$ cat config.mk
export PLATFORM = sky130hd
export DESIGN_NAME = ram_arbiter
export DESIGN_NICKNAME = d
export VERILOG_FILES = /design/src/rtl/ram_arb_pkg.sv /design/src/rtl/ram_arbiter_rr_pick2.sv /design/src/rtl/ram_arbiter.sv
export SDC_FILE = /design/constraint.sdc
export NUM_CORES = 1
export LEC_CHECK = 0
export ABC_AREA = 0
export CAP_MARGIN = 15
export CORE_MARGIN = 2
export CORE_UTILIZATION = 32
export CTS_CLUSTER_DIAMETER = 150
export DETAILED_ROUTE_END_ITERATION = 8
export GPL_ROUTABILITY_DRIVEN = 0
export SYNTH_ARGS = -nofsm -noshare
export SYNTH_HDL_FRONTEND = slang
export SYNTH_SLANG_ARGS = --single-unit
$ cat constraint.sdc
create_clock -name clk -period 1.7 [get_ports clk]
set_input_delay 0.34 -clock clk [delete_from_list [all_inputs] [get_ports clk]]
set_output_delay 0.34 -clock clk [all_outputs]
set_load 0.05 [all_outputs]
$ cat src/rtl/ram_arb_pkg.sv
// Shared types and constants for the RAM arbiter.
// State encoding, default widths, port-select codes.
package ram_arb_pkg;

  localparam int DEF_AW = 5;
  localparam int DEF_DW = 16;

  typedef enum logic [1:0] {
    S_IDLE,
    S_ISSUE,
    S_WAIT
  } state_t;

  localparam logic PORT_A = 1'b0;
  localparam logic PORT_B = 1'b1;

endpackage

$ cat src/rtl/ram_arbiter_rr_pick2.sv
// Combinational two-way round-robin pick.
// Ports: req_a, req_b, last in; sel (winner), any out.
module rr_pick2
  import ram_arb_pkg::*;
(
  input  logic req_a,
  input  logic req_b,
  input  logic last,
  output logic sel,
  output logic any
);

  always_comb begin
    sel = PORT_A;
    unique case (1'b1)
      (req_a && req_b): sel = ~last;
      (req_b && !req_a): sel = PORT_B;
      default: sel = PORT_A;
    endcase
  end

  assign any = req_a | req_b;

endmodule

$ cat src/rtl/ram_arbiter.sv
// Round-robin arbiter/sequencer for a single-port RAM.
// Ports: clk, rst, A/B req/we/addr/wdata in, gnt/rvalid/rdata out, busy, ram_* side.
module ram_arbiter
  import ram_arb_pkg::*;
#(
  parameter int AW     = DEF_AW,
  parameter int DW     = DEF_DW,
  parameter int RD_LAT = 1
) (
  input  logic          clk,
  input  logic          rst,
  input  logic          req_a,
  input  logic          req_b,
  input  logic          we_a,
  input  logic          we_b,
  input  logic [AW-1:0] addr_a,
  input  logic [AW-1:0] addr_b,
  input  logic [DW-1:0] wdata_a,
  input  logic [DW-1:0] wdata_b,
  output logic          gnt_a,
  output logic          gnt_b,
  output logic          rvalid_a,
  output logic          rvalid_b,
  output logic [DW-1:0] rdata_a,
  output logic [DW-1:0] rdata_b,
  output logic          busy,
  output logic [DW-1:0] ram_data_in,
  output logic [AW-1:0] ram_address,
  output logic          ram_wrenable,
  output logic          ram_rdenable,
  input  logic [DW-1:0] ram_data_out
);

  localparam logic [1:0] LAT_M1 = 2'(RD_LAT - 1);

  state_t        r_state;
  state_t        w_next;
  logic          r_sel;
  logic          r_last;
  logic          r_we;
  logic [1:0]    r_cnt;
  logic [AW-1:0] r_addr;
  logic [DW-1:0] r_wdata;
  logic [DW-1:0] r_rdata_a;
  logic [DW-1:0] r_rdata_b;
  logic          r_rvalid_a;
  logic          r_rvalid_b;
  logic          w_sel;
  logic          w_any;
  logic          w_issue;

  rr_pick2 u_pick (
    .req_a (req_a),
    .req_b (req_b),
    .last  (r_last),
    .sel   (w_sel),
    .any   (w_any)
  );

  always_comb begin
    w_next = r_state;
    unique case (r_state)
      S_IDLE:  if (w_any) w_next = S_ISSUE;
      S_ISSUE: w_next = r_we ? S_IDLE : S_WAIT;
      S_WAIT:  if (r_cnt == 2'd0) w_next = S_IDLE;
      default: w_next = S_IDLE;
    endcase
  end

  always_ff @(posedge clk) begin
    if (rst) begin
      r_state    <= S_IDLE;
      r_sel      <= PORT_A;
      r_last     <= PORT_B;
      r_we       <= 1'b0;
      r_cnt      <= 2'd0;
      r_addr     <= '0;
      r_wdata    <= '0;
      r_rdata_a  <= '0;
      r_rdata_b  <= '0;
      r_rvalid_a <= 1'b0;
      r_rvalid_b <= 1'b0;
    end else begin
      r_state    <= w_next;
      r_rvalid_a <= 1'b0;
      r_rvalid_b <= 1'b0;
      if (r_state == S_IDLE && w_any) begin
        r_sel   <= w_sel;
        r_last  <= w_sel;
        r_we    <= (w_sel == PORT_B) ? we_b : we_a;
        r_addr  <= (w_sel == PORT_B) ? addr_b : addr_a;
        r_wdata <= (w_sel == PORT_B) ? wdata_b : wdata_a;
      end
      if (r_state == S_ISSUE) r_cnt <= LAT_M1;
      if (r_state == S_WAIT) begin
        if (r_cnt == 2'd0) begin
          if (r_sel == PORT_B) begin
            r_rdata_b  <= ram_data_out;
            r_rvalid_b <= 1'b1;
          end else begin
            r_rdata_a  <= ram_data_out;
            r_rvalid_a <= 1'b1;
          end
        end else begin
          r_cnt <= r_cnt - 2'd1;
        end
      end
    end
  end

  // Enables and grants are decoded from state so they can only
  // be high during the single ISSUE cycle.
  assign w_issue      = (r_state == S_ISSUE);
  assign gnt_a        = w_issue && (r_sel == PORT_A);
  assign gnt_b        = w_issue && (r_sel == PORT_B);
  assign ram_wrenable = w_issue && r_we;
  assign ram_rdenable = w_issue && !r_we;
  assign busy         = (r_state != S_IDLE);
  assign ram_address  = r_addr;
  assign ram_data_in  = r_wdata;
  assign rvalid_a     = r_rvalid_a;
  assign rvalid_b     = r_rvalid_b;
  assign rdata_a      = r_rdata_a;
  assign rdata_b      = r_rdata_b;

endmodule

==> results of run 1 <==
cell usage after synthesis:
master / count / area share [%]
a221oi_1: 1 / 0.33
nor2_1: 7 / 0.99
a311oi_1: 22 / 7.2
or2_0: 1 / 0.24
nand2b_1: 49 / 12
nor4b_1: 1 / 0.33
clkbuf_1: 13 / 1.8
a21boi_1: 1 / 0.28
buf_6: 1 / 0.42
buf_2: 7 / 1.3
nor3_4: 1 / 0.61
buf_1: 1 / 0.14
nor2_4: 1 / 0.42
a221o_1: 1 / 0.38
and2_1: 2 / 0.47
a21oi_1: 25 / 4.7
nor2b_1: 4 / 0.94
nand2_1: 47 / 6.6
nand3_1: 1 / 0.19
or2_4: 1 / 0.33
dfxtp_1: 62 / 47
and3_1: 1 / 0.24
inv_1: 2 / 0.28
nor3b_1: 1 / 0.28
o21ai_0: 1 / 0.19
or3_1: 1 / 0.24
nor3_1: 1 / 0.19
a21bo_2: 1 / 0.38
mux2i_1: 32 / 12
nand3b_1: 1 / 0.28
per-stage QoR:
stage / instances / worst slack, ns / cell area, um2 / hold slack [ns]
finish: 529 / 0.0980 / 4210 / 0.466
detailed placement: 513 / -0.0676 / 3990 / 0.464
global route: 529 / 0.0102 / 4210 / 0.498
CTS: 529 / 0.0149 / 4200 / 0.455
floorplan: 290 / 0.205 / 2670 / 0.487
global placement: 513 / 0.0162 / 3990 / 0.458
path summary, 6_finish.rpt:
check,from,endpoint
setup / recovery,r_state[0]$_SDFFE_PP0P_,gnt_a
hold / removal,rst,rvalid_b$_SDFF_PP0_
setup reg to reg,r_cnt[0]$_SDFF_PP0_,rdata_a[6]$_SDFFE_PP0P_
hold reg to reg,rdata_a[9]$_SDFFE_PP0P_,rdata_a[9]$_SDFFE_PP0P_
metal layers:
metal,global-route usage [%],vias up,wire length (um)
li1,-,1255,-
met1,20.1,1113,3310
met2,24.5,87,3080
met3,4.19,7,538
met4,5.68,0,72
met5,0,-,0
worst reg2reg max path: stages (launching register included):
cell and delay (ns):
dfxtp_1 0.35, or2_4 0.28, or3_1 0.60, mux2i_1 0.20
sequential cells by signal, indices dropped and copies added, names as in the netlist:
name         flops
rdata_b         16
rvalid_b         1
rdata_a         16
r_cnt            2
ram_address      5
r_sel            1
r_we             1
rvalid_a         1
r_state          2
ram_data_in     16
r_last           1
cells by family (layout without fill, tap and decap cells):
| logic type | Yosys count | count (layout) | synth area share (%) |
|---|---|---|---|
| AO/OA/AOI/OAI | 52 | 52 | 13.5 |
| buffers and inverters | 24 | 158 | 3.99 |
| flip-flops | 62 | 62 | 46.6 |
| multiplexers | 32 | 32 | 12.0 |
| AND/OR/NAND/NOR | 120 | 120 | 23.9 |
power groups by stage:
stage	Combinational [uW]	Sequential, uW	Clock, uW
floorplan	337	1900	0
global placement	1020	1640	0
detailed placement	1030	1640	0
CTS	1030	1610	1430
global route	1090	1620	1490
finish	1020	1610	1390
repair_timing:
action,in CTS,in global routing
setup endpoints to repair,3,3
resized for setup,2,2
gates cloned,0,0
final cells by class:
cell class              instances  area (um2)
flip-flops and latches         62        1240
inverters                       2        7.51
clock buffers                  10         128
multi-input cells             204        1330
fillers                       749        3930
clock inverters                 6        86.3
well taps                     105         131
repair buffers                140        1280
==> qor.txt, run 1 <==
WL final: 6.99 mm
Root buf cell: clkbuf_8
Num ports: 124
Power Dens Cells: 956 mW/mm2
Gr usage total: 15.5%
Mean Syn Cell Area: 9.18 um2
CP delay by family, top: flip-flops
Final Skew: 0.00949 ns
Die Y: 95.2 um
Hold path cells: 2
Reg clk slew, reported paths: 0.07 ns
First-pass GRT wire length: 11.0 mm
Sequential fraction of the synthesis area: 46.6%
Leakage: 0.00180 uW
DPL Wire Length: 5.06 mm
CP peak stage delay: 0.40 ns
Most common cell after layout, fill and taps aside: buf_4
Slowest cell on crit path: dfxtp_2
Final net count: 483
Core Footprint: 0.00813 mm2
Initial core utilization: 32.7%
Worst Path Required: 1.36 ns
Fin Setup TNS: 0 ns
Pint: 2800 uW
PortBufs: 123
CP Data Arrival Time: 1.26 ns
Largest net degree at the start of global routing: 34
Worst vdd ir: 0.389 mV
Setup Fix Bufs, Post-CTS: 0
Final ANT Viol Nets: 0
Max-Slew Margin vs Limit: 64.3%
DR WL/cell: 13.2 um
Most frequent cells in the layout: 71 x buf_4, 62 x clkdlybuf4s50_1, 60 x dfxtp_1, 49 x nand2b_1, 47 x nand2_1
CTS tree: built
NetSw: 1220 uW
Crit Path Max Fanout: 7
Inserted Clock Buffers: 9
Yosys cell types: 30
Clock share of power: 34.5%
Fin crit share: 94.2%
Clock buffer depth: 2
# DRC: 0
Chip width: 95.2 um
CP Class: flip-flop to output pin
Critical path depth: 3
DR vias/cell: 4.65
Layout cells sized above 1: 24.3%
Fin crit period: 1.60 ns
R2R Setup Slk: 0.15 ns
Vias: 2462
Initial DRC Count: 46
First-pass DRT Iterations: 4
CTS H-Tree Depth: 3
Final Power: 4020 uW
Combinational power share: 25.5%
Antenna violations before repair: 0
Switch share: 30.3%
Worst-margin pin slew: 0.535 ns
Max_cap viols: 0
Crit path launch type: flip-flop
Fmax: 624 MHz
Reg2Reg Depth: 3
Worst skew pair latency: 0.33 ns
Final Hold Vio Count: 0
RSZ-0062 raised after global routing: no
Utilization after layout: 51.7%
ANT cells: 0
Overflow after GRT: 0
Cell Chain, Critical Path: nor2b_4, nor2b_2, buf_12
Yosys warns: 0
CTS sink count: 62
Row Count: 33
Mapped Nets: 354
CTS Hold Buffers Added: 0
Post-synthesis cell area: 0.00266 mm2
Final setup viols: 0
Post-synthesis register bit count: 62
Die area: 0.00907 mm2
Buf+Inv Stages, Crit Path: 1
Area Growth Syn to Fin: 58.1%
Final Slew Violations: 0
Status: finished clean
Reg power frac: 40.0%
Hold crit path type: input port to flip-flop
Post-Synthesis Cells: 290
Number of global-route vias before repair: 2424
Nature of the critical path endpoint: output pin
Note: power is estimated with default switching activity, not from simulation.
==> run 2, diff against run 1 <==
- GPL_ROUTABILITY_DRIVEN: 0 -> default
==> results of run 2 <==
Final layout, timing and power as in run 1 (identical DEF).
==> variant 1, RTL diff (flow settings as in run 1) <==
Re-encode `state_t` (3 states) as one-hot, 3 bits wide.
--- a/src/rtl/ram_arb_pkg.sv
+++ b/src/rtl/ram_arb_pkg.sv
@@ -7,6 +7,6 @@
 
-  typedef enum logic [1:0] {
-    S_IDLE,
-    S_ISSUE,
-    S_WAIT
+  typedef enum logic [2:0] {
+    S_IDLE  = 3'b001,
+    S_ISSUE = 3'b010,
+    S_WAIT  = 3'b100
   } state_t;
Function: same outputs for any inputs over 10 cycles, from zero or initial values and one cycle with rst high; not proved beyond that.
==> variant 1 against run 1 <==
- critical path depth down 1
- design area increased by 2.3%
- sequential cell count increased by 1
- synthesized area rose by 1.6%
- total power shrank 1.3%
- wire length is 4.8% higher
- worst setup slack lost 0.0077 ns
- die area grew 1.6%
- worst hold slack worse by 0.10 ns
- clock skew shrank 0.00071 ns
- maximum frequency fell by 0.48%
- non-clock buffer count unchanged
- critical path type unchanged
- largest power group unchanged
==> variant 1: results (changes against run 1) <==
| Metric | Value |
|---|---|
| Outcome | `finished, final reports clean (unchanged)` |
| Met1 Use GR | `0.192 (was 0.201)` |
| Via/cell ratio | `4.81 (was 4.65)` |
| Mux contribution to synthesized area | `0.118 (was 0.120)` |
| Met2 wire len | `3130 µm (was 3080 µm)` |
| Layout area overhead | `59.2% (was 58.1%)` |
| Worst hold stages | `2 (unchanged)` |
| Post-synthesis compound-gate area fraction | `0.173 (was 0.135)` |
| First-pass GRT wire length | `11600 µm (was 11000 µm)` |
| Clock Skew | `0.00878 ns (was 0.00949 ns)` |
| Synth top cells by count | `63 x dfxtp_1, 50 x nand2b_1, 32 x mux2i_1, 24 x inv_1, 23 x o32ai_1 (was 62 x dfxtp_1, 49 x nand2b_1, 47 x nand2_1, 32 x mux2i_1, 25 x a21oi_1)` |
| Placed inst area | `4070 µm² (was 3990 µm²)` |
| Post-Synthesis Cells | `271 (was 290)` |
| Pre-CTS WS | `-0.126 ns (was -0.0676 ns)` |
| Maximum VDD drop | `319 µV (was 389 µV)` |
| Syn Nets | `335 (was 354)` |
| Max incr delay on CP | `0.50 ns (was 0.40 ns)` |
| Ratio of cells with drive above 1 in the final layout | `0.273 (was 0.243)` |
| M3 GR Usage | `0.0548 (was 0.0419)` |
| Synth area leaders | `dfxtp_1 47%, mux2i_1 12%, nand2b_1 12% (unchanged)` |
| Vias | `2445 (was 2462)` |
| Filler Cell Count | `785 (was 749)` |
| Cells after DPL | `492 (was 513)` |
| Met1 Wirelength | `3390 µm (was 3310 µm)` |
| Maximum number of pins on one net before global-route repair | `44 (was 34)` |
| Reg2reg path depth | `4 (was 3)` |
| Total power | `3970 µW (was 4020 µW)` |
| Clock-net power | `1300 µW (was 1390 µW)` |
| Met2 GRT Util | `0.263 (was 0.245)` |
| Vias in the first global route | `2459 (was 2424)` |
| DP HPWL | `5120 µm (was 5060 µm)` |
| Leak | `0.00178 µW (was 0.00180 µW)` |
| Synth cell types | `28 (was 30)` |
| Tot GR Track Use | `0.158 (was 0.155)` |
| DR iter-0 viols | `45 (was 46)` |
## variant 1: cell types whose count changed after synthesis, moves of 2 or more
cell	change
nand2_1	-46
o32ai_1	+23
a21oi_1	-22
a311oi_1	-22
inv_1	+22
a221oi_1	+21
clkbuf_1	+5
and2_1	-2
nor2b_1	-2
nor3_1	+2
nor3b_1	+2
o22a_1	+2
## variant 1: final cells by class
cell class | instances | area share
multi-input cells | 160 | 0.303
flip-flops and latches | 63 | 0.294
repair buffers | 140 | 0.306
clock buffers | 10 | 0.0319
inverters | 24 | 0.0209
well taps | 105 | 0.0305
clock inverters | 6 | 0.0139
## variant 1: path summary, 6_finish.rpt
check | from | to | slack [ns]
max | r_sel$_SDFFE_PP0P_ | gnt_b | 0.09
min | rst | r_state[1]$_SDFFE_PP0P_ | 0.37
max reg2reg | r_state[2]$_SDFFE_PP0P_ | rdata_a[11]$_SDFFE_PP0P_ | 0.22
min reg2reg | ram_data_in[12]$_SDFFE_PP0P_ | ram_data_in[12]$_SDFFE_PP0P_ | 0.47
==> variant 2, RTL diff (flow settings as in run 1) <==
Without the edit above. `DEF_AW`: 5 -> 6.
--- a/src/rtl/ram_arb_pkg.sv
+++ b/src/rtl/ram_arb_pkg.sv
@@ -4,3 +4,3 @@
 
-  localparam int DEF_AW = 5;
+  localparam int DEF_AW = 6;
   localparam int DEF_DW = 16;
Ports: changed (resized addr_a, addr_b and ram_address); port bits go from 124 to 127. No check against the original RTL was run, so the function may have changed too.
==> variant 2 against run 1 <==
- worst hold slack improved by 0.0077 ns
- total power increased by 3.4%
- wire length increased by 4.3%
- final cell count increased by 0.38%
- global-route usage increased by 0.64 points
- worst setup slack improved by 0.026 ns
- largest power group unchanged
- design area increased by 1.1%
- maximum frequency increased by 1.7%
- synthesized area increased by 1.3%
- critical path depth unchanged
- via count increased by 2.8%
- sequential cell count increased by 1
- first-iteration DRC count increased by 65%
- synthesized cell count increased by 1.0%
==> variant 2: results (changes against run 1) <==
| Metric | Value |
|---|---|
| Non-clock buffer instance count of the final layout | `138 (was 140)` |
| Multi-input comb cells | `207 (was 204)` |
| Ratio of cells with drive above 1 in the final layout | `0.235 (was 0.243)` |
| Multi-input combinational area share | `0.317 (about the same)` |
| Placed inst area | `4020 µm² (was 3990 µm²)` |
| Final WS setup | `0.124 ns (was 0.0980 ns)` |
| Reg-to-reg setup timing slack | `0.27 ns (was 0.15 ns)` |
| Via/cell ratio | `4.76 (was 4.65)` |
| Crit path DAT | `1.24 ns (was 1.26 ns)` |
| Clock buffer cells | `13 (was 10)` |
| Maximum number of pins on one net before global-route repair | `80 (was 34)` |
| Mux contribution to synthesized area | `0.119 (was 0.120)` |
| First-pass GRT wire length | `11500 µm (was 11000 µm)` |
| Clock sink count | `63 (was 62)` |
| Reg2reg path depth | `4 (was 3)` |
| XOR/XNOR share of the synthesized area | `0 (unchanged)` |
| Outcome | `finished, final reports clean (unchanged)` |
| CTS resizes | `3 (was 2)` |
| Top cell type by total area after synthesis | `dfxtp_1 (unchanged)` |
| DR iter-0 viols | `76 (was 46)` |
| Least-Margin Pin Slew | `0.464 ns (was 0.535 ns)` |
| DP HPWL | `5000 µm (was 5060 µm)` |
| Fin nets | `487 (was 483)` |
| Clock Skew | `0.00965 ns (was 0.00949 ns)` |
| Seq/total area | `0.297 (was 0.295)` |
| Reg-to-reg critical path endpoint | `rdata_a[5]$_SDFFE_PP0P_ (was rdata_a[6]$_SDFFE_PP0P_)` |
| Synth top cells by count | `63 x dfxtp_1, 49 x nand2b_1, 47 x nand2_1, 32 x mux2i_1, 26 x a21oi_1 (was 62 x dfxtp_1, 49 x nand2b_1, 47 x nand2_1, 32 x mux2i_1, 25 x a21oi_1)` |
| Pre-CTS WS | `-0.0763 ns (was -0.0676 ns)` |
| Sequential cell area | `1260 µm² (was 1240 µm²)` |
| Tot GR Track Use | `0.161 (was 0.155)` |
| Syn Nets | `359 (was 354)` |
| Cells after DPL | `515 (was 513)` |
| Post-synthesis sequential area ratio | `0.468 (was 0.466)` |
| Synth Area per Inst | `9.20 µm² (was 9.18 µm²)` |
| Non-clock buffer share of cell area | `0.301 (was 0.304)` |
| Maximum VDD drop | `450 µV (was 389 µV)` |
| Synth area leaders | `dfxtp_1 47%, mux2i_1 12%, nand2b_1 11% (was dfxtp_1 47%, mux2i_1 12%, nand2b_1 12%)` |
| Filler Cell Count | `799 (was 749)` |
| Post-synthesis compound-gate area fraction | `0.136 (was 0.135)` |
[variant 2: report_power, final]
group | switching, µW | internal, µW | total (µW) | leakage, µW
registers | 67.1 | 1570 | 1640 | 0.000516
clock network | 569 | 905 | 1470 | 0.000114
logic | 607 | 439 | 1050 | 0.00118
[variant 2: metal layers]
layer,vias up,part of all wire,GRT usage
li1,1269,-,-
met1,1137,0.47,0.204
met2,113,0.42,0.251
met3,11,0.10,0.0540
met4,0,0.015,0.0679
met5,-,0,0
[variant 2: worst min-delay path by stage]
stage	end	slack, ns
after detailed placement	rdata_b[4]$_SDFFE_PP0P_	0.47
after global routing	rvalid_b$_SDFF_PP0_	0.49
after CTS	rvalid_b$_SDFF_PP0_	0.46
after floorplan	r_last$_SDFFE_PP1P_	0.48
after global placement	rdata_a[13]$_SDFFE_PP0P_	0.46
final	rvalid_b$_SDFF_PP0_	0.47
[variant 2: critical path: stages (launching register included)]
cell and delay [ns]:
dfxtp_2 0.39, nor2b_4 0.18, nor2b_2 0.19, buf_12 0.15
